File: config.mk
export PLATFORM = sky130hd
export DESIGN_NAME = sensor_rd_seq_flat
export DESIGN_NICKNAME = d
export VERILOG_FILES = /design/src/rtl/sensor_rd_seq_pkg.sv /design/src/rtl/sensor_rd_seq_if.sv /design/src/rtl/sensor_rd_seq_int_sync.sv /design/src/rtl/sensor_rd_seq.sv /design/src/flat_wrapper.sv
export SDC_FILE = /design/constraint.sdc
export NUM_CORES = 1
export LEC_CHECK = 0
export ABC_AREA = 1
export CAP_MARGIN = 10
export CORE_UTILIZATION = 50
export CTS_BUF_LIST = sky130_fd_sc_hd__clkbuf_16
export DETAILED_ROUTE_END_ITERATION = 8
export DONT_BUFFER_PORTS = 1
export GPL_TIMING_DRIVEN = 0
export SYNTH_ARGS = -nofsm -noshare
export SYNTH_HDL_FRONTEND = slang
export SYNTH_SLANG_ARGS = --single-unit
File: constraint.sdc
create_clock -name clk -period 3.1 [get_ports clk]
set_clock_uncertainty 0.1 [all_clocks]
set_input_delay 0.93 -clock clk [delete_from_list [all_inputs] [get_ports clk]]
set_output_delay 0.93 -clock clk [all_outputs]
set_load 0.02 [all_outputs]
File: src/rtl/sensor_rd_seq_pkg.sv
// sensor_pkg: shared types and command words for the sensor read sequencer.
//   state_t  - sequencer FSM states
//   CFG*/RD* - SPI command words for configuration writes and axis reads
//   cfg_cmd / rd_cmd - map a transaction index to its command word
package sensor_pkg;

  typedef enum logic [2:0] {
    ST_PWR,
    ST_INIT,
    ST_INIT_W,
    ST_IDLE,
    ST_READ,
    ST_READ_W
  } state_t;

  localparam logic [15:0] CFG0 = 16'h0D02;
  localparam logic [15:0] CFG1 = 16'h1062;
  localparam logic [15:0] CFG2 = 16'h1162;

  localparam logic [15:0] RD0 = 16'hA200;  // X low
  localparam logic [15:0] RD1 = 16'hA300;  // X high
  localparam logic [15:0] RD2 = 16'hA400;  // Y low
  localparam logic [15:0] RD3 = 16'hA500;  // Y high

  function automatic logic [15:0] cfg_cmd(input logic [1:0] idx);
    case (idx)
      2'd1:    return CFG1;
      2'd2:    return CFG2;
      default: return CFG0;
    endcase
  endfunction

  function automatic logic [15:0] rd_cmd(input logic [1:0] idx);
    case (idx)
      2'd1:    return RD1;
      2'd2:    return RD2;
      2'd3:    return RD3;
      default: return RD0;
    endcase
  endfunction

endpackage

File: src/rtl/sensor_rd_seq_if.sv
// sensor_rd_seq_if: SPI-master command/response bundle.
//   wrt     - one-cycle transaction start (sequencer -> SPI master)
//   cmd     - 16-bit command word (sequencer -> SPI master)
//   done    - completion level (SPI master -> sequencer)
//   rd_data - read word, byte of interest in [7:0] (SPI master -> sequencer)
interface sensor_rd_seq_if;
  logic        wrt;
  logic [15:0] cmd;
  logic        done;
  logic [15:0] rd_data;

  modport master (output wrt, cmd, input done, rd_data);
  modport slave  (input wrt, cmd, output done, rd_data);
endinterface

File: src/rtl/sensor_rd_seq_int_sync.sv
// int_sync: 2-flop synchronizer for an asynchronous level plus a registered
// rising-edge detector.
//   clk, rst_n - clock, async active-low reset
//   i_async    - asynchronous input
//   o_pulse    - one-cycle pulse per rising edge of the synchronized input
module int_sync (
  input  logic clk,
  input  logic rst_n,
  input  logic i_async,
  output logic o_pulse
);

  logic r_sync1, r_sync2, r_sync3, r_pulse;

  always_ff @(posedge clk or negedge rst_n) begin
    if (!rst_n) begin
      r_sync1 <= 1'b0;
      r_sync2 <= 1'b0;
      r_sync3 <= 1'b0;
      r_pulse <= 1'b0;
    end else begin
      r_sync1 <= i_async;
      r_sync2 <= r_sync1;
      r_sync3 <= r_sync2;
      r_pulse <= r_sync2 & ~r_sync3;
    end
  end

  assign o_pulse = r_pulse;

endmodule

File: src/rtl/sensor_rd_seq.sv
// sensor_rd_seq: power-up delay, three configuration writes, then one
// four-byte axis read burst per sensor data-ready (INT) edge.
//   clk, rst_n          - clock, async active-low reset
//   i_int               - sensor data-ready, asynchronous
//   spi                 - SPI master bundle (wrt/cmd out, done/rd_data in)
//   o_axis_x, o_axis_y  - latest readings {high, low}
//   o_vld               - one-cycle pulse when the axis outputs update
//   o_init_done         - high once configuration has completed
//
// state     | meaning
// ST_PWR    | power-up delay counting
// ST_INIT   | config write issued (wrt high)
// ST_INIT_W | waiting for config write completion
// ST_IDLE   | configured, waiting for a pending INT
// ST_READ   | axis byte read issued (wrt high)
// ST_READ_W | waiting for axis byte read completion
module sensor_rd_seq
  import sensor_pkg::*;
#(
  parameter int PWR_DLY_W = 16
) (
  input  logic                   clk,
  input  logic                   rst_n,
  input  logic                   i_int,
  sensor_rd_seq_if.master        spi,
  output logic [15:0]            o_axis_x,
  output logic [15:0]            o_axis_y,
  output logic                   o_vld,
  output logic                   o_init_done
);

  state_t                 r_state, w_state_nxt;
  logic [PWR_DLY_W-1:0]   r_cnt;
  logic [1:0]             r_idx, w_idx_nxt;
  logic                   r_pending, w_pending_nxt;
  logic                   r_wrt, w_wrt_nxt;
  logic [15:0]            r_cmd, w_cmd_nxt;
  logic                   r_init_done, w_init_done_nxt;
  logic                   r_done_d;
  logic [3:0][7:0]        r_hold;
  logic                   r_upd, w_upd_nxt;
  logic                   w_store;
  logic [15:0]            r_axis_x, r_axis_y;
  logic                   r_vld;
  logic                   w_int_pulse;
  logic                   w_done_rise;
  logic                   w_unused_rd_hi;

  int_sync u_int_sync (
    .clk     (clk),
    .rst_n   (rst_n),
    .i_async (i_int),
    .o_pulse (w_int_pulse)
  );

  // Only an edge counts as completion; a done level left over from the
  // previous transaction must not advance the sequence.
  assign w_done_rise    = spi.done & ~r_done_d;
  assign w_unused_rd_hi = ^spi.rd_data[15:8];

  always_ff @(posedge clk or negedge rst_n) begin
    if (!rst_n) r_state <= ST_PWR;
    else        r_state <= w_state_nxt;
  end

  // wrt/cmd are registered from the next-state decode so wrt is high exactly
  // for the cycle spent in ST_INIT / ST_READ.
  always_comb begin
    w_state_nxt     = r_state;
    w_idx_nxt       = r_idx;
    w_pending_nxt   = r_pending | (w_int_pulse && (r_state != ST_IDLE));
    w_wrt_nxt       = 1'b0;
    w_cmd_nxt       = r_cmd;
    w_init_done_nxt = r_init_done;
    w_upd_nxt       = 1'b0;
    w_store         = 1'b0;
    case (r_state)
      ST_PWR: begin
        if (&r_cnt) begin
          w_state_nxt = ST_INIT;
          w_wrt_nxt   = 1'b1;
          w_cmd_nxt   = cfg_cmd(r_idx);
        end
      end
      ST_INIT: w_state_nxt = ST_INIT_W;
      ST_INIT_W: begin
        if (w_done_rise) begin
          if (r_idx == 2'd2) begin
            w_state_nxt     = ST_IDLE;
            w_idx_nxt       = 2'd0;
            w_pending_nxt   = 1'b0;  // INT seen before configuration is dropped
            w_init_done_nxt = 1'b1;
          end else begin
            w_state_nxt = ST_INIT;
            w_idx_nxt   = r_idx + 2'd1;
            w_wrt_nxt   = 1'b1;
            w_cmd_nxt   = cfg_cmd(r_idx + 2'd1);
          end
        end
      end
      ST_IDLE: begin
        if (r_pending || w_int_pulse) begin
          w_state_nxt   = ST_READ;
          w_pending_nxt = 1'b0;
          w_idx_nxt     = 2'd0;
          w_wrt_nxt     = 1'b1;
          w_cmd_nxt     = rd_cmd(2'd0);
        end
      end
      ST_READ: w_state_nxt = ST_READ_W;
      ST_READ_W: begin
        if (w_done_rise) begin
          w_store = 1'b1;
          if (r_idx == 2'd3) begin
            w_state_nxt = ST_IDLE;
            w_upd_nxt   = 1'b1;
          end else begin
            w_state_nxt = ST_READ;
            w_idx_nxt   = r_idx + 2'd1;
            w_wrt_nxt   = 1'b1;
            w_cmd_nxt   = rd_cmd(r_idx + 2'd1);
          end
        end
      end
      default: w_state_nxt = ST_PWR;
    endcase
  end

  always_ff @(posedge clk or negedge rst_n) begin
    if (!rst_n) begin
      r_cnt       <= '0;
      r_idx       <= 2'd0;
      r_pending   <= 1'b0;
      r_wrt       <= 1'b0;
      r_cmd       <= 16'h0000;
      r_init_done <= 1'b0;
      r_done_d    <= 1'b0;
      r_hold      <= '0;
      r_upd       <= 1'b0;
      r_axis_x    <= 16'h0000;
      r_axis_y    <= 16'h0000;
      r_vld       <= 1'b0;
    end else begin
      if ((r_state == ST_PWR) && !(&r_cnt)) r_cnt <= r_cnt + 1'b1;
      r_idx       <= w_idx_nxt;
      r_pending   <= w_pending_nxt;
      r_wrt       <= w_wrt_nxt;
      r_cmd       <= w_cmd_nxt;
      r_init_done <= w_init_done_nxt;
      r_done_d    <= spi.done;
      if (w_store) r_hold[r_idx] <= spi.rd_data[7:0];
      // Both axes move together one cycle after the last byte lands.
      r_upd <= w_upd_nxt;
      r_vld <= r_upd;
      if (r_upd) begin
        r_axis_x <= {r_hold[1], r_hold[0]};
        r_axis_y <= {r_hold[3], r_hold[2]};
      end
    end
  end

  assign spi.wrt     = r_wrt;
  assign spi.cmd     = r_cmd;
  assign o_axis_x    = r_axis_x;
  assign o_axis_y    = r_axis_y;
  assign o_vld       = r_vld;
  assign o_init_done = r_init_done;

endmodule
File: src/flat_wrapper.sv
// flat-port wrapper written by rule: the top's interface ports become plain ports
module sensor_rd_seq_flat import sensor_pkg::*;
#(
  parameter int PWR_DLY_W = 16
)
  (clk, rst_n, i_int, o_axis_x, o_axis_y, o_vld, o_init_done, spi_wrt, spi_cmd, spi_done, spi_rd_data);
  sensor_rd_seq_if spi_i ();
  input  logic clk;
  input  logic rst_n;
  input  logic i_int;
  output logic [15:0] o_axis_x;
  output logic [15:0] o_axis_y;
  output logic o_vld;
  output logic o_init_done;
  output wire logic [$bits(spi_i.wrt)-1:0] spi_wrt;
  output wire logic [$bits(spi_i.cmd)-1:0] spi_cmd;
  input wire logic [$bits(spi_i.done)-1:0] spi_done;
  input wire logic [$bits(spi_i.rd_data)-1:0] spi_rd_data;
  assign spi_wrt = spi_i.wrt;
  assign spi_cmd = spi_i.cmd;
  assign spi_i.done = spi_done;
  assign spi_i.rd_data = spi_rd_data;
  sensor_rd_seq #(.PWR_DLY_W(PWR_DLY_W)) u_core (.clk(clk), .rst_n(rst_n), .i_int(i_int), .spi(spi_i), .o_axis_x(o_axis_x), .o_axis_y(o_axis_y), .o_vld(o_vld), .o_init_done(o_init_done));
endmodule
==> results.tsv <==
metric	value	unit
max_freq	485.0	MHz
hold_slack	0.1698	ns
cpPeakStageDelay	0.49	ns
start_util	51.97	%
root_buffer	clkbuf_16	
cp_top_family	flip-flops	
required	2.07	ns
hold_violations	0	
syn_to_final_growth	9.732	%
cpMaxStageDelayCell	dfrtp_1	
cp_cell_sequence	buf_4	
failed_checks	DRC	
hp-class	input pin to async pin	
critPathKind	flip-flop to output pin	
routabilityCongestion	0.8465	
ctsHoldBuffers	0	
min_period	2.062	ns
wirelength	8600	um
cp-start-kind	flip-flop	
worst-path-max-fanout	4	
grt_pass1_wl	14410	um
finalMaxSlewViolations	0	
ys_seq_elements	102	
drive_above_1_share	20.42	%
path_clk_slew	0.08	ns
portBuffers	0	
post-route-period-util	66.51	%
grt_pass1_vias	2932	
synthCells	454	
post_cts_buffers	0	
fp.dieH	97.68	um
cts_sinks	102	
pwr-share-clk	28.4	%
synth_edf_count	0	
die-area	9540	um2
grtUsageTotal	19.37	%
drcViolationCount	2	
io_pins	71	
status	complete, but fails checks	
rsz0062_at_grt	false	
fp-row-count	34	
die_w	97.68	um
antenna_found_initial	0	
setup_violations	0	
ys.flop_type	dfrtp_1	
grt_max_degree	103	
pwr-share-comb	24.4	%
cts_tree	yes	
clockBufferDepth	2	
clk_latency	0.35	ns
fin_nets	497	
first_pass_iters	6	
viasPerCell	5.077	
cp_num_buf_inv	1	
fin_area	5022	um2
setup_tns	0	ns
irDropWorstVdd	0.2981	mV
placed_area	4731	um2
critPathArrivalTime	1.03	ns
p_sw_share	35.89	%
internal_power	0.002476	W
seq_power_share	47.2	%
ys_seq_area_share	55.77	%
num_antenna_cells	0	
vias	2960	
ctsResizeCount	0	
htreeDepth	3	
wire_per_inst	14.75	um
powerDensity	768.9	nW/um2
power_switching	0.001386	W
ys_warn_count	0	
drtIter0Drc	141	
dp_hpwl	5936	um
avgSynthCellArea	10.08	um2
numCtsBuffers	9	
async_reset_ff_share	100.0	%
netlist_area	4577	um2
cp-end-kind	output pin	
ant_nets	0	
max_cap_viol_count	0	
core_area	8806	um2
yosysUniqueCellTypes	34	
p_leak	2.555	nW
grt_remaining_overflow	0	
per-layer routing:
layer  routed length [um]  share of wire, %  track usage (%)
met3                  460               5.3            5.971
met5                    0                 0                0
met4                   95               1.1            6.294
met2                 4028                47            31.31
met1                 4016                47            24.87
cell families after synthesis:
logic type,Yosys count,share of synthesized area (%)
and+or+nand+nor,197,20.45
DFF,102,55.77
buffers and inverters,58,6.342
AOI/OAI and AO/OA,50,6.233
muxes,32,7.873
adders and majority gates,7,1.914
xor gates and xnor gates,7,1.340
other,1,0.08193
flip-flops by register name, summed over array words and instances (netlist names), 2 cells and up:
| name | count |
|---|---|
| u_core.r_hold | 32 |
| u_core.o_axis_y | 16 |
| u_core.spi.cmd | 7 |
| u_core.o_axis_x | 16 |
| u_core.r_idx | 2 |
| u_core.r_state | 3 |
| u_core.r_cnt | 16 |
cell usage after synthesis, drive strengths merged, types with 2 or more instances:
cell	count	share of area (%)
inv	37	3.0
dfrtp	102	56
nand2	125	11
nor2	33	3.3
xor2	5	0.96
nand3	17	2.8
nand4	11	1.8
nand3b	6	0.98
nor3	2	0.22
xnor2	2	0.38
buf	20	3.2
mux2	32	7.9
ha	7	1.9
o21ai	48	6.0
stage by stage:
step	setup slack (ns)	cells	utilization [%]	total power [W]
finish	1.038	583	57.03	0.003862
floorplan	1.056	459	-	0.002580
global placement	0.8610	567	53.72	0.002768
CTS	1.022	583	57.03	0.003906
detailed placement	0.8394	567	53.72	0.002791
global route	1.007	583	57.03	0.004111
power groups by stage:
stage / clock (W) / sequential [W] / combinational (W)
2_1_floorplan: 0 / 0.00180 / 0.000780
3_3_place_gp: 0 / 0.00184 / 0.000930
3_5_place_dp: 0 / 0.00185 / 0.000944
4_1_cts: 0.00113 / 0.00182 / 0.000952
5_1_grt: 0.00118 / 0.00185 / 0.00108
6_report: 0.00110 / 0.00182 / 0.000941
worst paths after layout:
path | startpoint | end | slack [ns] | depth (start not counted)
min in group clk | u_core.u_int_sync.r_sync1 | u_core.u_int_sync.r_sync2 | 0.28 | 0
max in group asynchronous | rst_n | u_core.r_cnt[0] | 2.58 | 0
worst min register to register | u_core.u_int_sync.r_sync1 | u_core.u_int_sync.r_sync2 | 0.28 | 0
worst max-delay path | u_core.spi.cmd[12] | spi_cmd[12] | 1.04 | 1
worst min-delay path | rst_n | u_core.o_axis_x[4] | 0.17 | 0
worst max register to register | u_core.r_cnt[0] | u_core.r_cnt[9] | 1.24 | 10
area by class of cell:
| type | count | area, um2 |
|---|---|---|
| Fill cell | 775 | 3784 |
| Sequential cell | 102 | 2552 |
| Multi-Input combinational cell | 299 | 1753 |
| Clock buffer | 9 | 225.2 |
| Buffer | 21 | 151.4 |
| Inverter | 37 | 138.9 |
| Tap cell | 108 | 135.1 |
| Clock inverter | 7 | 66.31 |
cells in the final DEF (no fill, tap or decap), types with 2 or more instances in the layout:
cell,count
mux2_1,2
nand3_1,13
mux2_2,30
o21ai_2,9
nand2_1,120
o21ai_1,30
xor2_1,5
inv_1,32
nor2_1,27
nand4_1,10
buf_4,9
buf_6,4
nand3_4,3
conb_1,6
nor2_2,5
ha_1,7
clkbuf_16,9
nand2_4,3
inv_2,6
xnor2_1,2
buf_2,7
nand2_2,2
dfrtp_1,102
inv_6,4
o21ai_0,9
nor3_1,2
nand3b_1,6
Power figures use the tool's default switching activity.
